--- src/rtl/mem_stage_pkg.sv ---
// Shared widths, stall encoding, load opcodes and bus layouts for the MEM stage.
package mem_stage_pkg;

  localparam int EX_TO_MEM_WD = 79;
  localparam int MEM_TO_WB_WD = 70;
  localparam int MEM_TO_ID_WD = 38;
  localparam int STALL_BUS    = 6;
  localparam int STALL_MEM    = 3;
  localparam int STALL_WB     = 4;

  localparam logic STOP    = 1'b1;
  localparam logic NO_STOP = 1'b0;

  localparam logic [2:0] MEM_OP_NONE = 3'b000;
  localparam logic [2:0] MEM_OP_LB   = 3'b001;
  localparam logic [2:0] MEM_OP_LBU  = 3'b010;
  localparam logic [2:0] MEM_OP_LH   = 3'b011;
  localparam logic [2:0] MEM_OP_LHU  = 3'b100;
  localparam logic [2:0] MEM_OP_LW   = 3'b101;

  typedef enum logic [1:0] {
    ST_EMPTY,
    ST_FRESH,
    ST_HELD
  } ld_state_e;

  typedef struct packed {
    logic [31:0] pc;
    logic [2:0]  mem_op;
    logic        data_ram_en;
    logic [3:0]  data_ram_wen;
    logic        sel_rf_res;
    logic        rf_we;
    logic [4:0]  rf_waddr;
    logic [31:0] ex_result;
  } ex_to_mem_t;

  function automatic logic is_load(input ex_to_mem_t b);
    return b.data_ram_en && (b.data_ram_wen == 4'b0000);
  endfunction

endpackage

--- src/rtl/mem_stage_load_align.sv ---
// Extracts and extends the addressed byte/halfword of a loaded word.
module load_align
  import mem_stage_pkg::*;
(
  input  logic [2:0]  mem_op,
  input  logic [1:0]  addr,
  input  logic [31:0] word,
  output logic [31:0] data
);

  logic [7:0]  w_byte;
  logic [15:0] w_half;

  always_comb begin
    case (addr)
      2'b00:   w_byte = word[7:0];
      2'b01:   w_byte = word[15:8];
      2'b10:   w_byte = word[23:16];
      default: w_byte = word[31:24];
    endcase
    // addr[0] is deliberately ignored: misaligned halfwords read the containing half
    w_half = addr[1] ? word[31:16] : word[15:0];
  end

  always_comb begin
    case (mem_op)
      MEM_OP_LB:  data = {{24{w_byte[7]}}, w_byte};
      MEM_OP_LBU: data = {24'h0, w_byte};
      MEM_OP_LH:  data = {{16{w_half[15]}}, w_half};
      MEM_OP_LHU: data = {16'h0, w_half};
      default:    data = word;
    endcase
  end

endmodule

--- src/rtl/mem_stage.sv ---
// MEM pipeline stage: pipeline register, load-data hold FSM and writeback mux.
module mem_stage
  import mem_stage_pkg::*;
(
  input  logic                    clk,
  input  logic                    resetn,
  input  logic [STALL_BUS-1:0]    stall,
  input  logic [EX_TO_MEM_WD-1:0] ex_to_mem_bus,
  input  logic [31:0]             data_sram_rdata,
  output logic [MEM_TO_WB_WD-1:0] mem_to_wb_bus,
  output logic [MEM_TO_ID_WD-1:0] mem_to_id_bus,
  output logic                    mem_busy
);

  ex_to_mem_t r_ex;
  logic [31:0] r_hold;
  ld_state_e   r_state;

  ex_to_mem_t  w_ex_in;
  logic        w_bubble;
  logic        w_advance;
  logic [31:0] w_raw;
  logic [31:0] w_aligned;
  logic [31:0] w_wdata;
  logic        w_unused_stall;

  assign w_ex_in        = ex_to_mem_t'(ex_to_mem_bus);
  assign w_bubble       = (stall[STALL_MEM] == STOP) && (stall[STALL_WB] == NO_STOP);
  assign w_advance      = (stall[STALL_MEM] == NO_STOP);
  assign w_unused_stall = ^{stall[STALL_BUS-1:STALL_WB+1], stall[STALL_MEM-1:0]};

  // SRAM data is only valid in the first MEM cycle, so a stalled load must latch it.
  always_ff @(posedge clk or negedge resetn) begin
    if (!resetn) begin
      r_ex    <= '0;
      r_hold  <= '0;
      r_state <= ST_EMPTY;
    end else if (w_bubble) begin
      r_ex    <= '0;
      r_state <= ST_EMPTY;
    end else if (w_advance) begin
      r_ex    <= w_ex_in;
      r_state <= is_load(w_ex_in) ? ST_FRESH : ST_EMPTY;
    end else if (r_state == ST_FRESH) begin
      r_hold  <= data_sram_rdata;
      r_state <= ST_HELD;
    end
  end

  assign w_raw = (r_state == ST_HELD) ? r_hold : data_sram_rdata;

  load_align u_load_align (
    .mem_op (r_ex.mem_op),
    .addr   (r_ex.ex_result[1:0]),
    .word   (w_raw),
    .data   (w_aligned)
  );

  assign w_wdata       = r_ex.sel_rf_res ? w_aligned : r_ex.ex_result;
  assign mem_to_id_bus = {r_ex.rf_we, r_ex.rf_waddr, w_wdata};
  assign mem_to_wb_bus = {r_ex.pc, mem_to_id_bus};
  assign mem_busy      = (r_state == ST_HELD);

endmodule

--- config.mk ---
export PLATFORM = sky130hd
export DESIGN_NAME = mem_stage
export DESIGN_NICKNAME = d
export VERILOG_FILES = /design/src/rtl/mem_stage_pkg.sv /design/src/rtl/mem_stage_load_align.sv /design/src/rtl/mem_stage.sv
export SDC_FILE = /design/constraint.sdc
export NUM_CORES = 1
export LEC_CHECK = 0
export ABC_CLOCK_PERIOD_IN_PS = 2900
export BUFFER_PORTS_ARGS = -buffer_cell sky130_fd_sc_hd__buf_4
export CAP_MARGIN = 25
export CELL_PAD_IN_SITES_DETAIL_PLACEMENT = 0
export CELL_PAD_IN_SITES_GLOBAL_PLACEMENT = 1
export CORE_ASPECT_RATIO = 1.1
export CORE_MARGIN = 1.5
export CORE_UTILIZATION = 30
export CTS_CLUSTER_SIZE = 12
export DETAILED_ROUTE_END_ITERATION = 6
export PLACE_DENSITY_LB_ADDON = 0.1
export RECOVER_POWER = 25
export SYNTH_ARGS = -nofsm -noshare
export SYNTH_HDL_FRONTEND = slang
export SYNTH_HIERARCHICAL = 1
export SYNTH_SLANG_ARGS = --single-unit
--- constraint.sdc ---
create_clock -name clk -period 2.9 [get_ports clk]
set_clock_uncertainty 0.05 [all_clocks]
set_input_delay 0.145 -clock clk [delete_from_list [all_inputs] [get_ports clk]]
set_output_delay 0.145 -clock clk [all_outputs]
set_load 0.05 [all_outputs]
-- Word-level counts from Yosys, hierarchy flattened
Index checks and enable logic that the tools add are counted.
- register bits after elaboration: 108
- input bits: 119
- output and inout bits: 109
- word-level logic and storage cells: 36
- reduce and logical (&&, ||, !) cells: 5
- muxes and demuxes: 11
- eq/ne operators: 10
- bitwise operators: 2
- operator list (kind ; count):
    $mux 79 ; 2
    $pmux 32 s4 ; 1
    $mux 32 ; 2
    $pmux 8 s3 ; 1
    $mux 16 ; 1
    $eq 3x2->1 const B ; 2
    $mux 2 ; 3
    $eq 2x1->1 const B ; 2
    $eq 2x2->1 const B ; 2
    $logic_not 4->1 ; 1
    $eq 3x1->1 const B ; 1
    $eq 3x3->1 const B ; 1
    $ne 3x1->1 const B ; 1
    $reduce_and 3->1 ; 1
    $logic_and 1x1->1 ; 2
    $logic_not 2->1 ; 1
    $ne 2x1->1 const B ; 1
    $not 1->1 ; 2
    $mux 1 ; 1

-- Depth between registers and ports, before layout
- depth in word-level cells: 5
- depth in mapped cells: 12
- mapped depth without buffers: 7

-- Hierarchy
Netlist, hierarchy kept.
- by module, submodules not included (module ; seq. area each (µm²) ; area an instance (µm²) ; cells an instance ; instances):
    mem_stage ; 2702.6 ; 5470.2 ; 434 ; 1
    load_align ; 0.0 ; 1276.2 ; 182 ; 1

-- Worst setup path before layout
OpenSTA, ideal clock, no wires.
- path kind: reg2out
- from: reg r_state[0]
- to: out mem_to_wb_bus[7]
- setup slack: -0.144 ns
- data required time: 2.705 ns
- cell stages (with the launch flop): 11
- arrival time: 2.849 ns
- path buffers: 4
- cell sequence: dfrtp_1 -> nor2b_1 -> buf_2 -> buf_6 -> mux2_2 -> mux4_2 -> buf_6 -> a22o_1 -> a21o_1 -> mux2_2 -> buf_4
- word-level cells in the longest chain between the ends: 5
- elaborated cells between the ends (all ways): 6
- those cells by class: 1 x eq/ne; 5 x mux
- ends and longest elaborated chain (item ; RTL line ; source):
    from (decl) ; mem_stage.sv:17 ; ld_state_e r_state;
    from (signal assigned) ; mem_stage.sv:43 ; r_state <= is_load(w_ex_in) ? ST_FRESH : ST_EMPTY;
    $eq 2x2->1 * ; - ;
    via mem_busy ; mem_stage.sv:12 ; output logic mem_busy
    $mux 32 * ; mem_stage.sv:50 ; assign w_raw = (r_state == ST_HELD) ? r_hold : data_sram_rdata;
    via w_raw[23] ; mem_stage.sv:22 ; logic [31:0] w_raw;
    $pmux 8 s3 or $mux 16 (tied branches) ; mem_stage_load_align.sv:15, mem_stage_load_align.sv:22 ;
    $pmux 32 s4 * ; mem_stage_load_align.sv:26 ; case (mem_op)
    via w_aligned[7] ; mem_stage.sv:23 ; logic [31:0] w_aligned;
    $mux 32 * ; mem_stage.sv:59 ; assign w_wdata = r_ex.sel_rf_res ? w_aligned : r_ex.ex_result;
    to (decl) ; mem_stage.sv:10 ; output logic [MEM_TO_WB_WD-1:0] mem_to_wb_bus,
The timed path passes the listed nets; every way through them passes the cells marked *.

-- Final worst setup path
- from: reg r_state[0]
- to: out mem_to_id_bus[11]
- word-level cells in the longest chain between the ends: 5
- elaborated cells between the ends (all ways): 6
- those cells by class: 1 x eq/ne; 5 x mux
- ends and longest elaborated chain (item ; RTL line ; source):
    $eq 2x2->1 ; mem_stage.sv:50 ;
    $mux 32 ; mem_stage.sv:50 ;
    via w_raw[31] ; mem_stage.sv:22 ;
    $pmux 8 s3 ; mem_stage_load_align.sv:15 ; case (addr)
    $pmux 32 s4 ; mem_stage_load_align.sv:26 ;
    via w_aligned[11] ; mem_stage.sv:23 ;
    $mux 32 ; mem_stage.sv:59 ;
    to (decl) ; mem_stage.sv:11 ; output logic [MEM_TO_ID_WD-1:0] mem_to_id_bus,
The timed path passes the listed nets, and every way through them passes these cells.

==> impl_metrics.toml <==
[clock_network]
path_clk_slew_ns = 0.07
clock_sinks = 108
cts_root_buffer = "clkbuf_16"
cts_buffers = 9
cts_tree = "yes"
clk_latency_ns = 0.35
clockBufferDepth = 2
htree_levels = 3

[critical_path]
r2r_start = "r_state[0]"
crit_fanout = 6
crit_buf_inv = 3
r2r-end = "r_hold[31]"
critPathLaunchType = "register"
cp.arrival_ns = 2.97
slowest_stage = "mux4_2"
critPathRequiredTime_ns = 2.71
path_delay_family = "multiplexers"
max_stage_delay_ns = 0.60
rrSetupSlack_ns = 1.14
reg2regPathDepth = 4
crit_chain = "nor2b_4 -> buf_12 -> mux2_4 -> mux4_2 -> o21bai_4 -> buf_6 -> o221ai_2 -> mux2_4 -> buf_6"
critPathKind = "register to primary output"
endpoint_kind = "primary output"

[synthesis]
synth_nets = 735
synth_xor_area_share_pct = 0
synth-edff-count = 0
synth_top_area_share_pct = 40.1
synth-seq-cells = 108
syn_area_per_cell_um2 = 11.0
syn_inst = 616
muxShareOfSynthArea_pct = 20.5
synthSimpleGateAreaFrac_pct = 6.06
synth-adder-area-share_pct = 0
synthArstFlopShare_pct = 100
synth_top_area_cell = "dfrtp_1"
synthFlopType = "dfrtp_1"
yosys_warnings = 6
synth-compound-area-share_pct = 18.5
synth_top_family_by_area = "multiplexers"
syn_area_um2 = 6750
seq_area_frac_synth_pct = 40.1
synth_area_leaders = "dfrtp_1, mux2_2, buf_4"
synth.distinct_cells = 53

[cells_and_area]
drive_gt1_share_pct = 42.7
final_net_count = 995
final_util_pct = 45.7
design_area_um2 = 10100
area_growth_pct = 49.8
diodes = 0

[pwr]
combPwrFrac_pct = 39.0
switching_share_pct = 36.7
p_total_mw = 4.91
p_leak_nw = 4.73
p_seq_share_pct = 34.7
ir_drop_v = 0.000277
p_clk_share_pct = 26.3
p_int_mw = 3.11
switching_power_mw = 1.80
p_per_area_nw_per_um2 = 486

[grt]
grt_max_degree = 65
overflow = 0
first_global_vias = 5841
grt_usage_pct = 17.7
grt_first_pass_wirelength_um = 32300
antenna_found_initial = 0

[route]
drt_first_pass_iters = 4
first_iter_violations = 274
vias = 5669
ant_nets = 0
vias_per_cell = 4.82
drt_wl_total_um = 21200
post_drt_wl_per_cell_um = 18.0
drc = 0

[sta]
rsz0062_at_grt = "true"
worst_slew_pin_slew_ns = 0.930
finalSetupViolations = 64
fin_crit_sh_pct = 109
hold_viol = 0
fmax_ghz = 0.316
final_max_slew_viol_count = 0
period_needed_ns = 3.16
relSlewSlack_pct = 37.9
setup_ws_ns = -0.264

[placement]
dp_hpwl_um = 14500
port-buffer-count = 223
dpl-instance-area_um2 = 8310
routabilityCongestion = 0.785

[min_path]
hold_class = "primary input to register"
holdPathEnd = "r_hold[18]"
hp-start = "data_sram_rdata[18]"
holdPathStages = 2

[floorplan]
coreArea_um2 = 22100
rows = 57
ios = 228
die_height_um = 160
dieArea_um2 = 23400
die_w_um = 146
initial_core_util_pct = 30.5

[flow_run]
cap_viol_max_count = 0

[outcome]
status = "finished, violations left"
violations = "setup timing"
[layout make-up]
| cell class | count | area (µm²) |
|---|---|---|
| Clock inverter | 6 | 72.6 |
| Timing Repair Buffer | 376 | 3290 |
| Sequential cell | 108 | 2700 |
| Fill cell | 2115 | 12000 |
| Inverter | 31 | 116 |
| Tap cell | 295 | 369 |
| Clock buffer | 10 | 229 |
| Multi-Input combinational cell | 350 | 3320 |
[stage by stage]
| step | hold slack, ns | std cells | setup TNS (ns) | setup slack (ns) |
|---|---|---|---|---|
| CTS | 0.0000164 | 1174 | -15.46 | -0.293 |
| global placement | 0.282 | 1047 | -0.0575 | -0.0141 |
| detailed placement | 0.288 | 1047 | -0.121 | -0.0282 |
| global route | 0.0101 | 1176 | -20.39 | -0.355 |
| finish | 0.0159 | 1176 | -13.89 | -0.264 |
| floorplan | -0.201 | 616 | 0 | 0.00849 |
[layer usage]
layer  vias to the layer above  track usage, %  share of wire (%)
met5                         -               0                  0
met4                         0            7.30                2.5
met3                        26            2.77                4.1
met2                       172            30.3                 51
met1                      2788            22.2                 42
li1                       2683               -                  -
[what timing repair did]
item | CTS | global route
cloned | 0 | 2
gates resized for setup | 33 | 97
hold buffers | 106 | 0
endpoints found under the hold margin | 167 | 0
buffers inserted | 5 | 0
pin swaps | 1 | 15
endpoints found under the setup margin | 64 | 64
[sequential cells by signal, indices dropped and copies added (netlist names)]
name	cells
r_ex	36
mem_to_wb_bus	32
r_hold	32
mem_to_id_bus	6
r_state	2
[kinds of logic after synthesis]
group                  count (synthesis)
AO/OA/AOI/OAI                        177
buffers and inverters                158
flip-flops                           108
multiplexers                         106
AND/OR/NAND/NOR                       67
[worst max-delay path by stage]
stage,startpoint,to,slack [ns],cells after the start
finish,r_state[0],mem_to_id_bus[11],-0.26,9
global route,r_state[0],mem_to_id_bus[26],-0.35,9
CTS,r_state[0],mem_to_wb_bus[13],-0.29,9
detailed placement,r_state[0],mem_to_id_bus[11],-0.03,8
global placement,r_state[0],mem_to_wb_bus[11],-0.01,8
floorplan,r_state[0],mem_to_wb_bus[10],0.008,10
[cells in the mapped netlist (all sizes together), types with 2 or more instances]
cell type,instances
inv,31
buf,110
mux4,7
nand2b,3
a21o,6
mux2,96
nand2,14
dfrtp,108
o31ai,2
o21ai,54
nor4bb,2
and2,2
nor2b,12
o21bai,2
a22o,59
and3b,2
a21oi,18
o221ai,8
clkbuf,17
mux2i,3
nand3,21
o21a,2
a22oi,16
[placed cells by master, fill, tap and decap left out, types with 5 or more instances in the layout]
cell type      instances
a21o_1                 6
a21oi_1               18
a22o_1                59
a22oi_1                6
a22oi_2               10
buf_4                137
buf_6                 58
buf_8                 10
clkbuf_1              45
clkbuf_16             11
clkbuf_4              16
dfrtp_1              107
dlygate4sd3_1        106
inv_1                 29
mux2_2                27
mux2_4                69
mux4_2                 7
nand2_1               14
nand3_1               21
nor2b_1               10
o21ai_0               41
o21ai_1               10
o221ai_2               5
[power groups by stage]
stage / logic (mW) / clock network, mW / registers, mW
after floorplan: 1.29 / 0 / 1.69
after global placement: 1.66 / 0 / 1.73
after detailed placement: 1.67 / 0 / 1.73
after CTS: 1.84 / 1.34 / 1.70
after global routing: 2.02 / 1.38 / 1.72
final: 1.92 / 1.29 / 1.70
[worst reg2reg max path, cell delays in order (launching register included)]
cell and delay [ns]:
dfrtp_1 0.41, buf_4 0.16, nand4b_4 0.07, buf_4 0.51, mux2_2 0.46
Note: power is estimated with default switching activity, not from simulation.
